<file path="src/rtl/player_input.sv">
// Keyboard-to-step front end for both players: maps USB keycodes to a prioritised
// direction per player, then paces one-hot step pulses with first-press and hold-to-repeat timing.
module player_input #(
  parameter int REPEAT_DELAY  = 12,
  parameter int REPEAT_PERIOD = 6
) (
  input  logic        Clk,
  input  logic        Reset,
  input  logic        frame_tick,
  input  logic        in_game,
  input  logic [31:0] keycodes,
  output logic [3:0]  p1_step,
  output logic [3:0]  p2_step,
  output logic        p1_walking,
  output logic        p2_walking
);

  typedef enum logic [1:0] {
    IDLE,
    DELAY,
    REPEAT
  } state_t;

  localparam logic [5:0] DELAY_LOAD  = 6'(REPEAT_DELAY - 1);
  localparam logic [5:0] PERIOD_LOAD = 6'(REPEAT_PERIOD - 1);

  // map packs the player's keycodes as {up, down, left, right}; result is one-hot or zero.
  function automatic logic [3:0] decode_dir(input logic [31:0] codes, input logic [31:0] map);
    logic [3:0] held;
    logic [3:0] dir;
    held = '0;
    for (int s = 0; s < 4; s++) begin
      for (int k = 0; k < 4; k++) begin
        if (codes[8*s +: 8] == map[8*k +: 8]) held[k] = 1'b1;
      end
    end
    if (held[3])      dir = 4'b1000;
    else if (held[2]) dir = 4'b0100;
    else if (held[1]) dir = 4'b0010;
    else if (held[0]) dir = 4'b0001;
    else              dir = 4'b0000;
    return dir;
  endfunction

  for (genvar p = 0; p < 2; p++) begin : g_player
    localparam logic [31:0] KEY_MAP = (p == 0) ? 32'h1A16_0407 : 32'h5251_504F;

    logic [3:0] dir;
    state_t     state_q, state_d;
    logic [5:0] cnt_q, cnt_d;
    logic [3:0] last_dir_q, last_dir_d;
    logic [3:0] step_q, step_d;
    logic       walking_q, walking_d;

    assign dir = decode_dir(keycodes, KEY_MAP);

    always_comb begin
      // NOTE: every output of this block gets a default first so no path can infer a latch.
      state_d    = state_q;
      cnt_d      = cnt_q;
      last_dir_d = last_dir_q;
      step_d     = 4'b0000;
      walking_d  = walking_q;

      if (!in_game) begin
        state_d    = IDLE;
        cnt_d      = '0;
        last_dir_d = '0;
        walking_d  = 1'b0;
      end else if (frame_tick) begin
        case (state_q)
          IDLE: begin
            if (dir != 4'b0000) begin
              step_d     = dir;
              last_dir_d = dir;
              cnt_d      = DELAY_LOAD;
              state_d    = DELAY;
            end
          end
          default: begin
            if (dir == 4'b0000) begin
              state_d = IDLE;
            end else if (dir != last_dir_q) begin
              // A new direction restarts the first-press timing from scratch.
              step_d     = dir;
              last_dir_d = dir;
              cnt_d      = DELAY_LOAD;
              state_d    = DELAY;
            end else if (cnt_q != 6'd0) begin
              cnt_d = cnt_q - 6'd1;
            end else begin
              step_d  = dir;
              cnt_d   = PERIOD_LOAD;
              state_d = REPEAT;
            end
          end
        endcase
        walking_d = (state_d != IDLE);
      end
    end

    // NOTE: reset is synchronous and sampled only on the rising edge; all state uses <=.
    always_ff @(posedge Clk) begin
      if (Reset) begin
        state_q    <= IDLE;
        cnt_q      <= '0;
        last_dir_q <= '0;
        step_q     <= '0;
        walking_q  <= 1'b0;
      end else begin
        state_q    <= state_d;
        cnt_q      <= cnt_d;
        last_dir_q <= last_dir_d;
        step_q     <= step_d;
        walking_q  <= walking_d;
      end
    end
  end

  assign p1_step    = g_player[0].step_q;
  assign p2_step    = g_player[1].step_q;
  assign p1_walking = g_player[0].walking_q;
  assign p2_walking = g_player[1].walking_q;

endmodule

</file>
<file path="config.mk">
export PLATFORM = sky130hd
export DESIGN_NAME = player_input
export DESIGN_NICKNAME = d
export VERILOG_FILES = /design/src/rtl/player_input.sv
export SDC_FILE = /design/constraint.sdc
export NUM_CORES = 1
export LEC_CHECK = 0
export ABC_CLOCK_PERIOD_IN_PS = 4070
export CORE_UTILIZATION = 35
export CTS_CLUSTER_DIAMETER = 30
export DETAILED_ROUTE_END_ITERATION = 6
export SLEW_MARGIN = 40
export SYNTH_ARGS = -nofsm -noshare
export SYNTH_HDL_FRONTEND = slang
export SYNTH_SLANG_ARGS = --single-unit
</file>
<file path="constraint.sdc">
create_clock -name Clk -period 4.07 [get_ports Clk]
set_input_delay 0.814 -clock Clk [delete_from_list [all_inputs] [get_ports Clk]]
set_output_delay 0.814 -clock Clk [all_outputs]
set_load 0.1 [all_outputs]
</file>
==> After elaboration in Yosys (flattened, before gate mapping) <==
Index checks and enable logic that the tools add are counted.
{ "op_classes": {"mul": 0, "n_eq_ne": 38, "bitwise": 2, "reduce_logical": 18, "magnitude_cmp": 0, "div": 0, "addsub": 2, "mux": 82, "shifts": 0} }
{ "op_table": {"columns": ["op", "count"], "rows": [
  ["$eq 8x7->1 const B", 16],
  ["$mux 4", 20],
  ["$eq 8x3->1 const B", 8],
  ["$eq 8x5->1 const B", 8],
  ["$mux 6", 10],
  ["$mux 1", 34],
  ["$mux 2", 16],
  ["$reduce_bool 6->1", 2],
  ["$sub 6x1->6 const B", 2],
  ["$logic_not 4->1", 2],
  ["$ne 4x4->1", 2],
  ["$reduce_and 4->1", 2],
  ["$reduce_bool 2->1", 4],
  ["$reduce_bool 4->1", 2],
  ["$mux 3", 2],
  ["$reduce_and 3->1", 2],
  ["$logic_not 2->1", 2],
  ["$ne 2x1->1 const B", 2],
  ["$ne 2x2->1 const B", 2],
  ["$reduce_or 3->1", 1],
  ["$not 1->1", 2],
  ["$reduce_or 2->1", 1]
]} }
{ "word_totals": {"ff_bits": 34, "rom_bits": 0, "wordCells": 152, "output_inout_bits": 10, "in_bits": 36, "latch_bits": 0, "mem_count": 0, "ramBits": 0} }

==> Logic depth before layout (Yosys ltp) <==
{ "depth": {"ltp_word": 16, "depth_mapped": 9, "depth_no_buf": 8} }

==> Least setup slack after synthesis <==
No wires, ideal clock.
{ "synth_path": {"kind": "input-to-reg", "startpoint": "input keycodes[0]", "endpoint": "register g_player[1].cnt_q[4]", "t_required_ns": 3.982, "n_path_buf": 0, "stages": 8, "setup_slack_ns": 1.445, "t_arrival_ns": 2.537, "setup_time_ns": 0.088, "path_cell_list": "nor4_2 -> a22oi_1 -> nand3_1 -> nor3b_2 -> xnor2_1 -> o2111ai_4 -> and2_4 -> nor4_2"} }
{ "synth_via": {"elab_chain_cells": 13, "word_cells_on_any_way": 33, "cone_classes": "eq/ne (7); mux (23); reduce/logical (3)"} }
{ "synth_rtl": {"columns": ["item", "line_no", "rtl"], "rows": [
  ["from (decl)", "11", "input logic [31:0] keycodes,"],
  ["$eq 8x7->1", "34", "if (codes[8*s +: 8] == map[8*k +: 8]) held[k] = 1'b1;"],
  ["$mux 1 (4 in a row)", "34", null],
  ["$mux 1", "40", "else if (held[0]) dir = 4'b0001;"],
  ["$mux 2", "39", "else if (held[1]) dir = 4'b0010;"],
  ["$mux 3", "38", "else if (held[2]) dir = 4'b0100;"],
  ["$mux 4 (*)", "37", "if (held[3]) dir = 4'b1000;"],
  ["$ne 4x4->1", "83", "end else if (dir != last_dir_q) begin"],
  ["$mux 6", "83", null],
  ["$mux 6", "81", "if (dir == 4'b0000) begin"],
  ["$mux 6", "71", "case (state_q)"],
  ["to (signal assigned)", "112", "cnt_q <= cnt_d;"],
  ["to (decl)", "50", "logic [5:0] cnt_q, cnt_d;"]
]} }
Every way passes the cells marked *; elsewhere a longest branch is shown, timed or not. The select of a mux whose other input is x is not followed.
A chain may end at the register's enable or synchronous reset.

==> Worst setup path in the final report <==
{ "layout_path": {"startpoint": "input keycodes[12]", "endpoint": "register g_player[0].step_q[3] (netlist: p1_step[3])"} }
{ "layout_via": {"elab_chain_cells": 12, "word_cells_on_any_way": 28, "cone_classes": "eq/ne (5); mux (21); reduce/logical (2)"} }
{ "layout_rtl": {"columns": ["item", "line_no", "rtl"], "rows": [
  ["$eq 8x3->1", "34", null],
  ["$mux 1 (3 in a row)", "34", null],
  ["$mux 1", "40", null],
  ["$mux 2", "39", null],
  ["$mux 3", "38", null],
  ["$mux 4 (*)", "37", null],
  ["$ne 4x4->1", "83", null],
  ["$mux 4", "83", null],
  ["$mux 4", "81", null],
  ["$mux 4 (*)", "71", null],
  ["to (signal assigned)", "114", "step_q <= step_d;"],
  ["to (decl)", "52", "logic [3:0] step_q, step_d;"]
]} }
Every way passes the cells marked *; elsewhere a longest branch is shown, timed or not.

==> flow_summary.yaml <==
synthesis:
  synth_edf_count: 0
  syn_avg_cell_area_sq_um: 8.20
  yosys-top-cells-count: "dfxtp_1, nor2_1, nand2_1"
  ys_types: 53
  yosysMostFrequentCell: "dfxtp_1"
  async_reset_ff_share_pct: 0
  yosysWarnings: 0
  yosys.area.top_type: "dfxtp_1"
  synth-seq-area-share_pct: 30.6
  synthFlopType: "dfxtp_1"
  synth_top_area_share_pct: 30.6
  netlist_instances: 271
  synth_area_sq_um: 2220
  ys_top_cells_by_area: "dfxtp_1, nor2_1, a21oi_1"
  synth-seq-cells: 34
  synth_nets: 309
worst_hold_path:
  min-delay-start: "g_player[1].state_q[0]"
  hold_path_end: "g_player[1].state_q[0]"
  whs_path_depth: 2
  hp-class: "reg -> reg"
floorplanning:
  chipWidth_um: 81.7
  rows: 28
  dieArea_sq_um: 6670
  io_pins: 46
  initial_core_util_pct: 36.9
  core_sq_um: 6030
  die_h_um: 81.7
placement:
  dp_slack_ns: 0.541
  portBuffers: 45
  hpwl_um: 4140
  gp_congestion: 0.856
critical_path:
  path_max_fanout: 9
  crit_required_ns: 4.23
  critPathSlowestCell: "clkdlybuf4s50_1"
  cp_cell_sequence: "clkdlybuf4s50_1, nor4bb_4, a22oi_1, o211ai_1, nor4b_2, xnor2_1, nand3_2, o211ai_1, nor2_1"
  cp_num_buf_inv: 1
  crit_type: "in -> reg"
  cp-start-kind: "input pin"
  regToRegSetupSlack_ns: 2.34
  worstReg2RegEnd: "g_player[0].cnt_q[3]"
  reg2regPathDepth: 7
  cp-end-kind: "flop"
  cpMostUsedCell: "o211ai_1"
  crit_path_max_incr_delay_ns: 0.48
  rr_startpoint: "g_player[0].cnt_q[1]"
  crit_family: "simple AND/OR/NAND/NOR gates"
  critPathArrivalTime_ns: 3.38
sta:
  rsz0062_at_grt: "no"
  min_period_ns: 3.22
  fmax_mhz: 311
  hold_violations: 0
  drv_slew: 0
  setup_viol: 0
  timing.final.ws_setup_ns: 0.854
  tns_ns: 0
  final.period_utilization_pct: 79.0
  fin_skew_ns: 0.00595
  worst_slew_pin_slew_ns: 0.705
  slew_headroom_pct: 52.6
cts:
  cts_max_path_buffers: 2
  cts_tree: "yes"
  clk_latency_ns: 0.29
  cts_buffers: 5
  root_buffer: "clkbuf_8"
  cts_resized: 0
  numClockSinks: 34
  cts_hold_buffers: 0
  clkSlewWorstSetupHoldPaths_ns: 0.06
  post_cts_buffers: 0
  h-tree-depth: 2
global_routing:
  grt_usage_pct: 17.4
  grt_start_max_net_pins: 21
  grt.overflow.total: 0
  grt_pass1_wl_um: 8960
  antenna_found_initial: 0
  grt_pass1_vias: 1925
run:
  cap_violations: 0
drt:
  drt-total-wl_um: 5280
  avgViaCountPerCell: 5.46
  num_vias: 2150
  drc: 0
  detail-route-antenna-nets: 0
  drt_iter0_markers: 72
  wl_per_cell_um: 13.4
  dr.pass1.iters: 4
status:
  status: "finished clean"
power:
  ir_drop_uv: 191
  leakage_uw: 0.000935
  powerDensity_nw_per_um2: 253
final_layout:
  antenna_cells: 0
  nets: 356
  fillCellCount: 605
  drive_gt1_share_pct: 14.4
  area_growth_pct: 26.1
==> worst max path at each step <==
stage / startpoint / cells after the start / end / slack (ns)
2_1_floorplan: keycodes[0] / 8 / g_player[1].cnt_q[4] / 1.45
3_3_place_gp: keycodes[11] / 9 / p1_step[3] / 0.48
3_5_place_dp: keycodes[12] / 9 / p1_step[3] / 0.54
4_1_cts: keycodes[12] / 9 / p1_step[3] / 0.83
5_1_grt: keycodes[12] / 9 / p1_step[3] / 0.64
6_report: keycodes[12] / 9 / p1_step[3] / 0.85
==> layer usage <==
layer,track usage (%),up-vias,part of all wire [%],wire length [um]
li1,-,1112,-,-
met1,23.3,991,48,2560
met2,27.9,40,46,2430
met3,3.67,7,4.1,217
met4,5.44,0,1.4,76
met5,0,-,0,0
==> state kept, by name, summed over array words and instances (netlist names) <==
name / count
g_player.cnt_q: 12
g_player.last_dir_q: 8
g_player.state_q: 4
p1_step: 4
p2_step: 4
p1_walking: 1
p2_walking: 1
==> cell usage in the layout (no fill, tap or decap), types with 9 or more instances in the layout <==
| cell | Yosys | layout |
|---|---|---|
| inv_1 | 9 | 9 |
| buf_2 | 3 | 10 |
| clkdlybuf4s50_1 | 0 | 35 |
| nand2_1 | 23 | 23 |
| a21oi_1 | 18 | 18 |
| nand4_1 | 12 | 12 |
| nor3_1 | 11 | 11 |
| nand3_1 | 15 | 15 |
| o21ai_0 | 9 | 9 |
| nor2b_1 | 9 | 9 |
| nor2_1 | 31 | 31 |
| dfxtp_1 | 34 | 34 |
==> logic make-up after synthesis <==
kind of cell / count (synthesis) / synth area share, %
compound gates: 55 / 16.9
buf+inv: 17 / 3.04
simple gates: 157 / 45.8
fa+ha+maj: 2 / 1.13
flops: 34 / 30.6
mux: 2 / 0.901
xor+xnor: 4 / 1.58
==> through the flow <==
| step | area [sq um] | hold WS, ns | power [uW] | cells | util [%] |
|---|---|---|---|---|---|
| 6_report | 2800 | 0.454 | 709 | 394 | 46.5 |
| 5_1_grt | 2800 | 0.476 | 743 | 394 | 46.5 |
| 4_1_cts | 2800 | 0.456 | 719 | 394 | 46.5 |
| 3_5_place_dp | 2710 | 0.446 | 462 | 386 | 45.0 |
| 3_3_place_gp | 2760 | 0.438 | 462 | 386 | 45.7 |
| 2_1_floorplan | 2220 | 0.431 | 401 | 271 | - |
==> worst reg2reg max path, delay by kind of cell, from the launching register on <==
family / cells / cell delay, ns
flip-flops: 1 / 0.33
buffers and inverters: 1 / 0.08
adder cells (fa/ha/maj): 1 / 0.18
AND/OR/NAND/NOR: 3 / 0.79
AO/OA/AOI/OAI: 2 / 0.21
==> where the power goes <==
| part | leakage, uW | internal (uW) | switching, uW |
|---|---|---|---|
| Combinational | 0.000613 | 57.0 | 60.8 |
| Clock | 0.0000482 | 136 | 118 |
| Sequential | 0.000274 | 335 | 1.45 |
==> cell type report <==
class / instances / area, sq um / area share [%]
well taps: 75 / 93.8 / 3.35
inverters: 9 / 33.8 / 1.21
clock buffers: 7 / 86.3 / 3.08
clock inverters: 1 / 5.00 / 0.179
multi-input cells: 220 / 1480 / 52.8
flip-flops and latches: 34 / 681 / 24.3
repair buffers: 48 / 423 / 15.1
(Power assumes the default switching activity.)
